File: src/rtl/invmixcol_acc_if.sv
// Byte-in / column-out handshake bundle for the InvMixColumns accumulator.
// slave = accumulator side, master = upstream product stage plus downstream consumer.
interface invmixcol_acc_if;
  logic        clr;
  logic        in_vld;
  logic        in_rdy;
  logic [7:0]  x;
  logic [7:0]  p0e;
  logic [7:0]  p0b;
  logic [7:0]  p0d;
  logic [7:0]  p09;
  logic        out_vld;
  logic        out_rdy;
  logic [31:0] out_col;

  modport slave (
    input  clr, in_vld, x, p0e, p0b, p0d, p09, out_rdy,
    output in_rdy, out_vld, out_col
  );

  modport master (
    output clr, in_vld, x, p0e, p0b, p0d, p09, out_rdy,
    input  in_rdy, out_vld, out_col
  );
endinterface

File: src/rtl/invmixcol_acc.sv
// Byte-serial InvMixColumns accumulator: 4 product bytes -> one 32-bit column, 1 clk latency.
// Single-entry output register; byte 3 stalls while a column is pending. AES_INVMIXCOL_BYPASS_EN adds `bypass`.
module invmixcol_acc (
  input  logic           clk,
  input  logic           rst_n,
`ifdef AES_INVMIXCOL_BYPASS_EN
  input  logic           bypass,
`endif
  invmixcol_acc_if.slave bus
);

  logic [1:0]       cnt_q, cnt_d;
  logic [0:3][7:0]  acc_q, acc_d;   // index 0 = row 0 = out_col[31:24]
  logic [0:3][7:0]  term;
  logic [31:0]      col_q, col_d;
  logic             vld_q, vld_d;
  logic             take, done;
  logic [7:0]       prod [4];

  assign prod[0] = bus.p0e;
  assign prod[1] = bus.p0b;
  assign prod[2] = bus.p0d;
  assign prod[3] = bus.p09;

`ifdef AES_INVMIXCOL_BYPASS_EN
  logic byp_q, byp_d, byp_cur;
  assign byp_cur = (cnt_q == 2'd0) ? bypass : byp_q;
`else
  logic unused_x;
  assign unused_x = ^bus.x;
`endif

  // Row r takes the product whose coefficient sits (i - r) mod 4 along {0e,0b,0d,09}.
  always_comb begin
    for (int r = 0; r < 4; r++) begin
      term[r] = prod[2'(cnt_q - 2'(r))];
`ifdef AES_INVMIXCOL_BYPASS_EN
      if (byp_cur) term[r] = (cnt_q == 2'(r)) ? bus.x : 8'h00;
`endif
    end
  end

  assign bus.in_rdy  = !(cnt_q == 2'd3 && vld_q && !bus.out_rdy);
  assign bus.out_vld = vld_q;
  assign bus.out_col = col_q;

  always_comb begin
    take  = bus.in_vld && bus.in_rdy;
    done  = take && !bus.clr && (cnt_q == 2'd3);
    cnt_d = cnt_q;
    acc_d = acc_q;
    col_d = col_q;
    vld_d = vld_q;
    if (bus.clr) begin
      cnt_d = 2'd0;
      acc_d = '0;
    end else if (take) begin
      cnt_d = cnt_q + 2'd1;
      acc_d = (cnt_q == 2'd0) ? term : (acc_q ^ term);
    end
    if (done) begin
      col_d = acc_q ^ term;
      vld_d = 1'b1;
    end else if (bus.out_rdy) begin
      vld_d = 1'b0;
    end
  end

`ifdef AES_INVMIXCOL_BYPASS_EN
  always_comb begin
    byp_d = byp_q;
    if (take && !bus.clr && cnt_q == 2'd0) byp_d = bypass;
  end

  always_ff @(posedge clk or negedge rst_n) begin
    if (!rst_n) byp_q <= 1'b0;
    else        byp_q <= byp_d;
  end
`endif

  always_ff @(posedge clk or negedge rst_n) begin
    if (!rst_n) begin
      cnt_q <= 2'd0;
      acc_q <= '0;
      col_q <= 32'h0;
      vld_q <= 1'b0;
    end else begin
      cnt_q <= cnt_d;
      acc_q <= acc_d;
      col_q <= col_d;
      vld_q <= vld_d;
    end
  end

endmodule

File: src/flat_wrapper.sv
// flat-port wrapper written by rule: the top's interface ports become plain ports
module invmixcol_acc_flat 
  (clk, rst_n, bus_clr, bus_in_vld, bus_x, bus_p0e, bus_p0b, bus_p0d, bus_p09, bus_out_rdy, bus_in_rdy, bus_out_vld, bus_out_col);
  invmixcol_acc_if bus_i ();
  input  logic clk;
  input  logic rst_n;
  input wire logic [$bits(bus_i.clr)-1:0] bus_clr;
  input wire logic [$bits(bus_i.in_vld)-1:0] bus_in_vld;
  input wire logic [$bits(bus_i.x)-1:0] bus_x;
  input wire logic [$bits(bus_i.p0e)-1:0] bus_p0e;
  input wire logic [$bits(bus_i.p0b)-1:0] bus_p0b;
  input wire logic [$bits(bus_i.p0d)-1:0] bus_p0d;
  input wire logic [$bits(bus_i.p09)-1:0] bus_p09;
  input wire logic [$bits(bus_i.out_rdy)-1:0] bus_out_rdy;
  output wire logic [$bits(bus_i.in_rdy)-1:0] bus_in_rdy;
  output wire logic [$bits(bus_i.out_vld)-1:0] bus_out_vld;
  output wire logic [$bits(bus_i.out_col)-1:0] bus_out_col;
  assign bus_i.clr = bus_clr;
  assign bus_i.in_vld = bus_in_vld;
  assign bus_i.x = bus_x;
  assign bus_i.p0e = bus_p0e;
  assign bus_i.p0b = bus_p0b;
  assign bus_i.p0d = bus_p0d;
  assign bus_i.p09 = bus_p09;
  assign bus_i.out_rdy = bus_out_rdy;
  assign bus_in_rdy = bus_i.in_rdy;
  assign bus_out_vld = bus_i.out_vld;
  assign bus_out_col = bus_i.out_col;
  invmixcol_acc u_core (.clk(clk), .rst_n(rst_n), .bus(bus_i));
endmodule
File: config.mk
export PLATFORM = sky130hd
export DESIGN_NAME = invmixcol_acc_flat
export DESIGN_NICKNAME = d
export VERILOG_FILES = /design/src/rtl/invmixcol_acc_if.sv /design/src/rtl/invmixcol_acc.sv /design/src/flat_wrapper.sv
export SDC_FILE = /design/constraint.sdc
export NUM_CORES = 1
export LEC_CHECK = 0
export ABC_AREA = 1
export ABC_CLOCK_PERIOD_IN_PS = 2550
export BUFFER_PORTS_ARGS = -buffer_cell sky130_fd_sc_hd__buf_4
export CAP_MARGIN = 20
export CORE_MARGIN = 10
export CORE_UTILIZATION = 30
export CTS_BUF_LIST = sky130_fd_sc_hd__clkbuf_8
export CTS_CLUSTER_SIZE = 24
export DETAILED_ROUTE_END_ITERATION = 12
export PLACE_DENSITY = 0.47
export SYNTH_ARGS = -nofsm -noshare
export SYNTH_HDL_FRONTEND = slang
export SYNTH_SLANG_ARGS = --single-unit
File: constraint.sdc
create_clock -name clk -period 2.55 [get_ports clk]
set_input_delay 0.3825 -clock clk [delete_from_list [all_inputs] [get_ports clk]]
set_output_delay 0.3825 -clock clk [all_outputs]
set_load 0.03 [all_outputs]
==> results of run 1 <==
==> cell type report <==
type                            count  area [um^2]  share of cell area, %
Sequential cell                    67         1677                  32.64
Tap cell                          180        225.2                  4.385
Inverter                           40        155.1                  3.021
Timing Repair Buffer               84        670.6                  13.06
Clock buffer                        9        123.9                  2.412
Multi-Input combinational cell    524         2255                  43.90
Clock inverter                      7        30.03                 0.5847
==> worst max-delay path by stage <==
stage / depth (start not counted) / from / slack [ns] / endpoint
3_5_place_dp: 9 / u_core.cnt_q[1]$_DFFE_PN0P_ / 0.55 / u_core.bus.out_col[5]$_DFFE_PN0P_
2_1_floorplan: 12 / u_core.cnt_q[1]$_DFFE_PN0P_ / 0.75 / u_core.acc_q[16]$_DFFE_PN0P_
4_1_cts: 9 / u_core.cnt_q[1]$_DFFE_PN0P_ / 0.52 / u_core.bus.out_col[5]$_DFFE_PN0P_
3_3_place_gp: 9 / u_core.cnt_q[1]$_DFFE_PN0P_ / 0.55 / u_core.bus.out_col[4]$_DFFE_PN0P_
5_1_grt: 9 / u_core.cnt_q[1]$_DFFE_PN0P_ / 0.32 / u_core.bus.out_col[6]$_DFFE_PN0P_
6_report: 9 / u_core.cnt_q[1]$_DFFE_PN0P_ / 0.50 / u_core.bus.out_col[5]$_DFFE_PN0P_
==> cells in the mapped netlist, drive strengths merged <==
| library cell | number | share of area, % |
|---|---|---|
| a21oi | 32 | 3.7 |
| buf | 24 | 4.2 |
| clkbuf | 8 | 0.70 |
| dfrtp | 67 | 39 |
| ha | 2 | 0.58 |
| inv | 40 | 3.6 |
| nand2 | 357 | 32 |
| nand3 | 130 | 15 |
| nand4 | 1 | 0.29 |
| o21ai | 1 | 0.12 |
| o22ai | 1 | 0.15 |
==> through the flow <==
| stage | power, W | hold WS (ns) |
|---|---|---|
| 6_report | 0.003443 | 0.3212 |
| 5_1_grt | 0.003713 | 0.3462 |
| 3_3_place_gp | 0.002679 | 0.3636 |
| 2_1_floorplan | 0.002245 | 0.08691 |
| 3_5_place_dp | 0.002702 | 0.3664 |
| 4_1_cts | 0.003486 | 0.3015 |
==> kinds of logic after synthesis <==
logic type / after synthesis / share of synthesized area (%)
AO/OA/AOI/OAI: 34 / 3.988
adder cells (fa/ha/maj): 2 / 0.5821
buffers and inverters: 72 / 8.530
flip-flops: 67 / 39.01
AND/OR/NAND/NOR: 488 / 47.89
==> power by group <==
group | switching (W) | leakage, nW | internal [W] | total [W]
clock | 0.000434 | 0.0977 | 0.000334 | 0.000768
sequential | 0.000115 | 0.895 | 0.00124 | 0.00135
combinational | 0.000861 | 1.89 | 0.000464 | 0.00132
total | 0.00141 | 2.89 | 0.00203 | 0.00344
==> registers in the layout (all words and copies together), names as in the netlist <==
| register | flops |
|---|---|
| u_core.acc_q | 32 |
| u_core.bus.out_col | 32 |
| u_core.cnt_q | 2 |
| u_core.bus.out_vld | 1 |
==> repair_timing <==
action | 4_1_cts | 5_1_grt
endpoints found under the hold margin | 30 | 0
buffers inserted | 0 | 0
hold buffers | 1 | 0
==> per-layer routing <==
metal / track usage (%) / wire, um / vias up
li1: - / - / 2233
met1: 18.93 / 6642 / 2040
met2: 22.77 / 6296 / 119
met3: 2.960 / 793 / 21
met4: 6.576 / 340 / 0
met5: 0 / 0 / -
==> critical path: stages (launching register included) <==
cell and delay [ns]:
dfrtp_1 0.57, inv_2 0.07, ha_1 0.40, inv_2 0.36, nand3_1 0.16, nand2_1 0.11, nand2_1 0.07, nand2_1 0.11
nand2_1 0.08, nand2_1 0.07
==> metrics.md, run 1 <==
| Metric | Value |
|---|---|
| Critical path arrival | `2.35 ns` |
| Slew @ Worst Pin | `0.5551 ns` |
| Startpoint types | `flip-flop` |
| DRT Wirelength | `14070 um` |
| Worst R2R Setup Slack | `0.50 ns` |
| VDD IR-drop max | `281.8 uV` |
| Post-cts resize count | `0` |
| Power per Cell Area | `670.3 nW/um^2` |
| Total GRT Usage | `14.60%` |
| Hold path endpoint | `u_core.bus.out_vld$_DFFE_PN0P_` |
| Synth warn | `0` |
| 1st-pass router iterations | `7` |
| Nets | `773` |
| Final core occ | `36.86%` |
| Area of the die | `19510 um^2` |
| Tcrit/Tclk final | `80.27%` |
| Most frequent cells in the layout | `nand2_1 (337), nand3_1 (129), buf_4 (80)` |
| Largest fanout on the critical path | `17` |
| Worst-Skew Late Latency | `0.37 ns` |
| Fin worst setup slack | `0.5030 ns` |
| Netlist cell types | `19` |
| Die Ht | `139.7 um` |
| P_leak | `2.887 nW` |
| Worst Reg-to-Reg Cells | `9` |
| Post-synthesis register bit count | `67` |
| Reg2reg end | `u_core.bus.out_col[5]$_DFFE_PN0P_` |
| Type of element capturing the critical path | `flip-flop` |
| Design Area, Final | `5136 um^2` |
| Commonest non-fill, non-tap cell in the layout | `nand2_1` |
| Placer congestion estimate | `0.8554` |
| RSZ-0062 raised after global routing | `no` |
| Vias in the first global route | `4447` |
| I/O Buffers | `70` |
| FMAX | `488.5 MHz` |
| Core area | `13930 um^2` |
| Clk pin slew, worst setup/hold paths | `0.08 ns` |
| Maximum root-to-sink buffer count | `2` |
| Layout cells sized above 1 | `16.42%` |
| ANT cells | `0` |
| DR WL/cell | `15.45 um` |
| Initial antenna violation count | `0` |
| Place WS | `0.5462 ns` |
| Root Driver | `clkbuf_8` |
| Slew HR | `62.95%` |
| Gr ovfl total | `0` |
| Final Max Slew Viols | `0` |
| IO Pins | `79` |
| Final setup viols | `0` |
| ANT nets after route | `0` |
| Die width | `139.7 um` |
| CP required | `2.86 ns` |
| Placed Area | `4972 um^2` |
| Synthesized instance count | `663` |
| Cts bufs inserted | `9` |
| Max H-tree Level | `3` |
| Cell row count | `43` |
| Post-layout min period | `2.047 ns` |
| Synth Cell Area | `4298 um^2` |
| Min-delay worst type | `in -> reg` |
| CTS sink cnt | `67` |
| Initial Utilization | `30.84%` |
| FILL cells | `1503` |
| Reg2reg start | `u_core.cnt_q[1]$_DFFE_PN0P_` |
| Max Cap Violations | `0` |
| Via/cell ratio | `4.844` |
| HPWL reported at the end of detailed placement | `9742 um` |
| Hold depth | `4` |
| Placed Cells | `894` |
| Final hold violations | `0` |
| Syn_area_per_cell | `6.482 um^2` |
| Layout Cells excl Fill | `911` |
| Largest net degree at the start of global routing | `38` |
| Drt first-iter violations | `358` |
| Area delta synth->final | `19.51%` |
| Global-route wire length before repair | `23140 um` |
| CTS tree | `yes` |
| Sequential area share after synthesis | `39.01%` |
| Via count | `4413` |
| DRC Markers | `0` |
| HP Start | `bus_out_rdy` |
| Syn_nets | `710` |
| Clock Skews | `0.006906 ns` |
| Status | `completed` |
| Total Neg Setup Slack | `0 ns` |
| CP Class | `reg -> reg` |
No activity file was read; power rests on OpenSTA's default activity.
==> inputs of run 2 (changes only) <==
--- a/config.mk
+++ b/config.mk
@@ -5,8 +5,8 @@
 export SDC_FILE = /design/constraint.sdc
 export NUM_CORES = 1
 export LEC_CHECK = 0
-export ABC_AREA = 1
-export ABC_CLOCK_PERIOD_IN_PS = 2550
+export ABC_AREA = 0
+export ABC_CLOCK_PERIOD_IN_PS = 2070
 export BUFFER_PORTS_ARGS = -buffer_cell sky130_fd_sc_hd__buf_4
 export CAP_MARGIN = 20
 export CORE_MARGIN = 10
==> constraint.sdc (replaced) <==
create_clock -name clk -period 2.07 [get_ports clk]
set_input_delay 0.3105 -clock clk [delete_from_list [all_inputs] [get_ports clk]]
set_output_delay 0.3105 -clock clk [all_outputs]
set_load 0.03 [all_outputs]
==> run 2 against run 1 <==
Sequential share of layout area shrank 1.4 points. Largest power group unchanged. Hold slack worse by 0.099 ns. Combinational power rose by 15%. Largest cell class unchanged. Global-route usage decreased by 2.2 points. Flip-flop and latch count unchanged. Highest routed layer unchanged. Wire length down 13%.
==> metrics.md, run 2 <==
| Metric | Value |
|---|---|
| Post-synthesis register bit count | `67` |
| I/O Buffers | `70` |
| Initial Utilization | `30.50%` |
| Core area | `14420 um^2` |
| Worst-Skew Late Latency | `0.37 ns` |
| Fin worst setup slack | `0.09708 ns` |
| Synth Cell Area | `4399 um^2` |
| Final setup viols | `0` |
| Syn_area_per_cell | `12.94 um^2` |
| Via/cell ratio | `5.393` |
| Post-layout min period | `1.973 ns` |
| Gr ovfl total | `0` |
| Most frequent cell after synthesis | `dfrtp_1` |
| Final Max Slew Viols | `0` |
| Slew @ Worst Pin | `0.4564 ns` |
| P_leak | `2.444 nW` |
| Min-delay worst type | `in -> reg` |
| DRC Markers | `0` |
| DRT Wirelength | `12280 um` |
| Via count | `3236` |
| Max H-tree Level | `3` |
| Clk pin slew, worst setup/hold paths | `0.08 ns` |
| Largest net degree at the start of global routing | `38` |
| Slowest stage delay, CP | `0.58 ns` |
| Layout cells sized above 1 | `42.07%` |
| Clock Skews | `0.01044 ns` |
| RSZ-0062 raised after global routing | `no` |
| ANT cells | `0` |
| Critical-path cell list | `inv_4 -> ha_4 -> mux4_2 -> xnor2_1 -> mux2_2` |
| ANT nets after route | `0` |
| IO Pins | `79` |
| Storage cell area | `1678 um^2` |
| DR WL/cell | `20.46 um` |
| Power per Cell Area | `785.9 nW/um^2` |
| 1st-pass router iterations | `4` |
| Clock share of power | `25.1%` |
| Die Ht | `141.1 um` |
| Most frequent cells in the layout | `buf_4 (87), dfrtp_1 (66), mux4_2 (27)` |
| Async S/R FF share, synth | `100.0%` |
| Switching Fraction | `34.72%` |
| Nets | `459` |
| Root Driver | `clkbuf_8` |
| Die width | `141.1 um` |
| Total GRT Usage | `12.42%` |
| Final hold violations | `0` |
| Type of element capturing the critical path | `flip-flop` |
| Largest fanout on the critical path | `11` |
| HPWL reported at the end of detailed placement | `8663 um` |
| FILL cells | `1417` |
| Post-synth top cells | `dfrtp_1 (67), mux4_2 (27), mux2_2 (24)` |
| Critical path arrival | `2.23 ns` |
| Slew HR | `69.58%` |
| Tcrit/Tclk final | `95.31%` |
| Status | `completed` |
| Worst path slowest cell | `mux4_2` |
| Most area-hungry cell type in the Yosys netlist | `dfrtp_1` |
| Combinational Power Share | `36.0%` |
| Sequential area share after synthesis | `38.11%` |
| Startpoint types | `flip-flop` |
| Area of the die | `19910 um^2` |
| Placer congestion estimate | `0.7961` |
| Top post-synthesis cells by area | `dfrtp_1 (38%), mux4_2 (14%), mux2_2 (6.1%), o2111a_1 (4.1%), a211o_1 (3.2%)` |
| Place WS | `0.09472 ns` |
| Netlist cell types | `33` |
| Post-synth top area share | `38.11%` |
| Max Cap Violations | `0` |
| Maximum root-to-sink buffer count | `2` |
| Area delta synth->final | `22.27%` |
| VDD IR-drop max | `340.9 uV` |
| Synth warn | `0` |
| CTS tree | `yes` |
| FMAX | `506.9 MHz` |
| Post-synth top flop | `dfrtp_1` |
| Pint | `0.002760 W` |
| CP required | `2.33 ns` |
| Flop pwr share | `38.9%` |
| Cts bufs inserted | `9` |
| Global-route wire length before repair | `19150 um` |
| Syn_nets | `387` |
| Pwr Total | `0.004227 W` |
| CP Class | `reg -> reg` |
| Synthesized instance count | `340` |
| Number of synthesized flops with an enable pin | `0` |
| Cell row count | `44` |
| Final core occ | `37.29%` |
| Multi-input gate area | `2456 um^2` |
| Psw | `0.001468 W` |
| Drt first-iter violations | `166` |
| Vias in the first global route | `3325` |
| CTS sink cnt | `67` |
| Commonest non-fill, non-tap cell in the layout | `buf_4` |
| Initial antenna violation count | `0` |
## run 2: cell count changes after synthesis, moves of 17 or more
cell and change:
a21oi_1 -32, mux4_2 +27, and3_1 +17, inv_1 -19
nand2_2 -20, nand2_1 -335, nand2b_1 +17, mux2_2 +24
nand3_1 -129
## run 2: worst max-delay path: cells and delay by family, from the launching register on
kind       cells  cell delay, ns
fa+ha+maj      1            0.38
flops          1            0.45
buf+inv        1            0.05
xor+xnor       1            0.14
mux            2            0.84
## run 2: final timing paths
| check | endpoint | depth (start not counted) | slack [ns] | startpoint |
|---|---|---|---|---|
| max reg2reg | u_core.bus.out_col[19]$_DFFE_PN0P_ | 5 | 0.1 | u_core.cnt_q[0]$_DFFE_PN0P_ |
| max in group asynchronous | u_core.cnt_q[0]$_DFFE_PN0P_ | 3 | 1.06 | rst_n |
| min reg2reg | u_core.acc_q[1]$_DFFE_PN0P_ | 1 | 0.49 | u_core.acc_q[1]$_DFFE_PN0P_ |
| min in group asynchronous | u_core.bus.out_col[28]$_DFFE_PN0P_ | 2 | 0.43 | rst_n |
| min | u_core.bus.out_vld$_DFFE_PN0P_ | 3 | 0.22 | bus_out_rdy |
| max | u_core.bus.out_col[19]$_DFFE_PN0P_ | 5 | 0.1 | u_core.cnt_q[0]$_DFFE_PN0P_ |
## run 2: kinds of logic (layout without fill, tap and decap cells)
kind of cell / Yosys count / count (layout) / share of synthesized area, %
buf+inv: 52 / 128 / 6.427
fa+ha+maj: 2 / 2 / 0.5687
xor+xnor: 32 / 32 / 6.371
compound gates: 50 / 50 / 11.43
simple gates: 72 / 72 / 11.15
flops: 67 / 67 / 38.11
mux: 65 / 65 / 25.94
## run 2: power groups by stage
stage	clock network [W]	logic [W]	registers, W
after floorplan	0	0.000743	0.00192
after global placement	0	0.00152	0.00166
after detailed placement	0	0.00154	0.00167
after CTS	0.00110	0.00155	0.00165
after global routing	0.00116	0.00163	0.00167
final	0.00106	0.00152	0.00164
## run 2: repair_timing
item                                    CTS  global route
buffers inserted                          0             3
hold buffers                              1             0
endpoints found under the hold margin    30             0
resized for setup                         5             0
endpoints found under the setup margin    1             1
## run 2: per-layer routing
layer	wire, um	track usage (%)	vias up
met2	5908	19.56	84
met3	568	3.158	14
met5	0	0	-
li1	-	-	1476
met1	5568	15.80	1662
met4	229	5.054	0
## run 2: cell type report
class	count	share of cell area, %
timing repair buffer	94	14.24
tap	184	4.280
inverter	19	1.372
sequential	67	31.19
multi-input combinational	221	45.66
clock inverter	6	0.9537
clock buffer	9	2.303
## run 2: stage by stage
stage | setup TNS, ns | area (um^2) | instances | hold slack, ns
CTS | 0 | 5356 | 597 | 0.2142
global placement | 0 | 5151 | 581 | 0.2962
finish | 0 | 5379 | 600 | 0.2222
detailed placement | 0 | 5151 | 581 | 0.3020
floorplan | -2.191 | 4431 | 340 | 0.01491
global route | 0 | 5379 | 600 | 0.2296
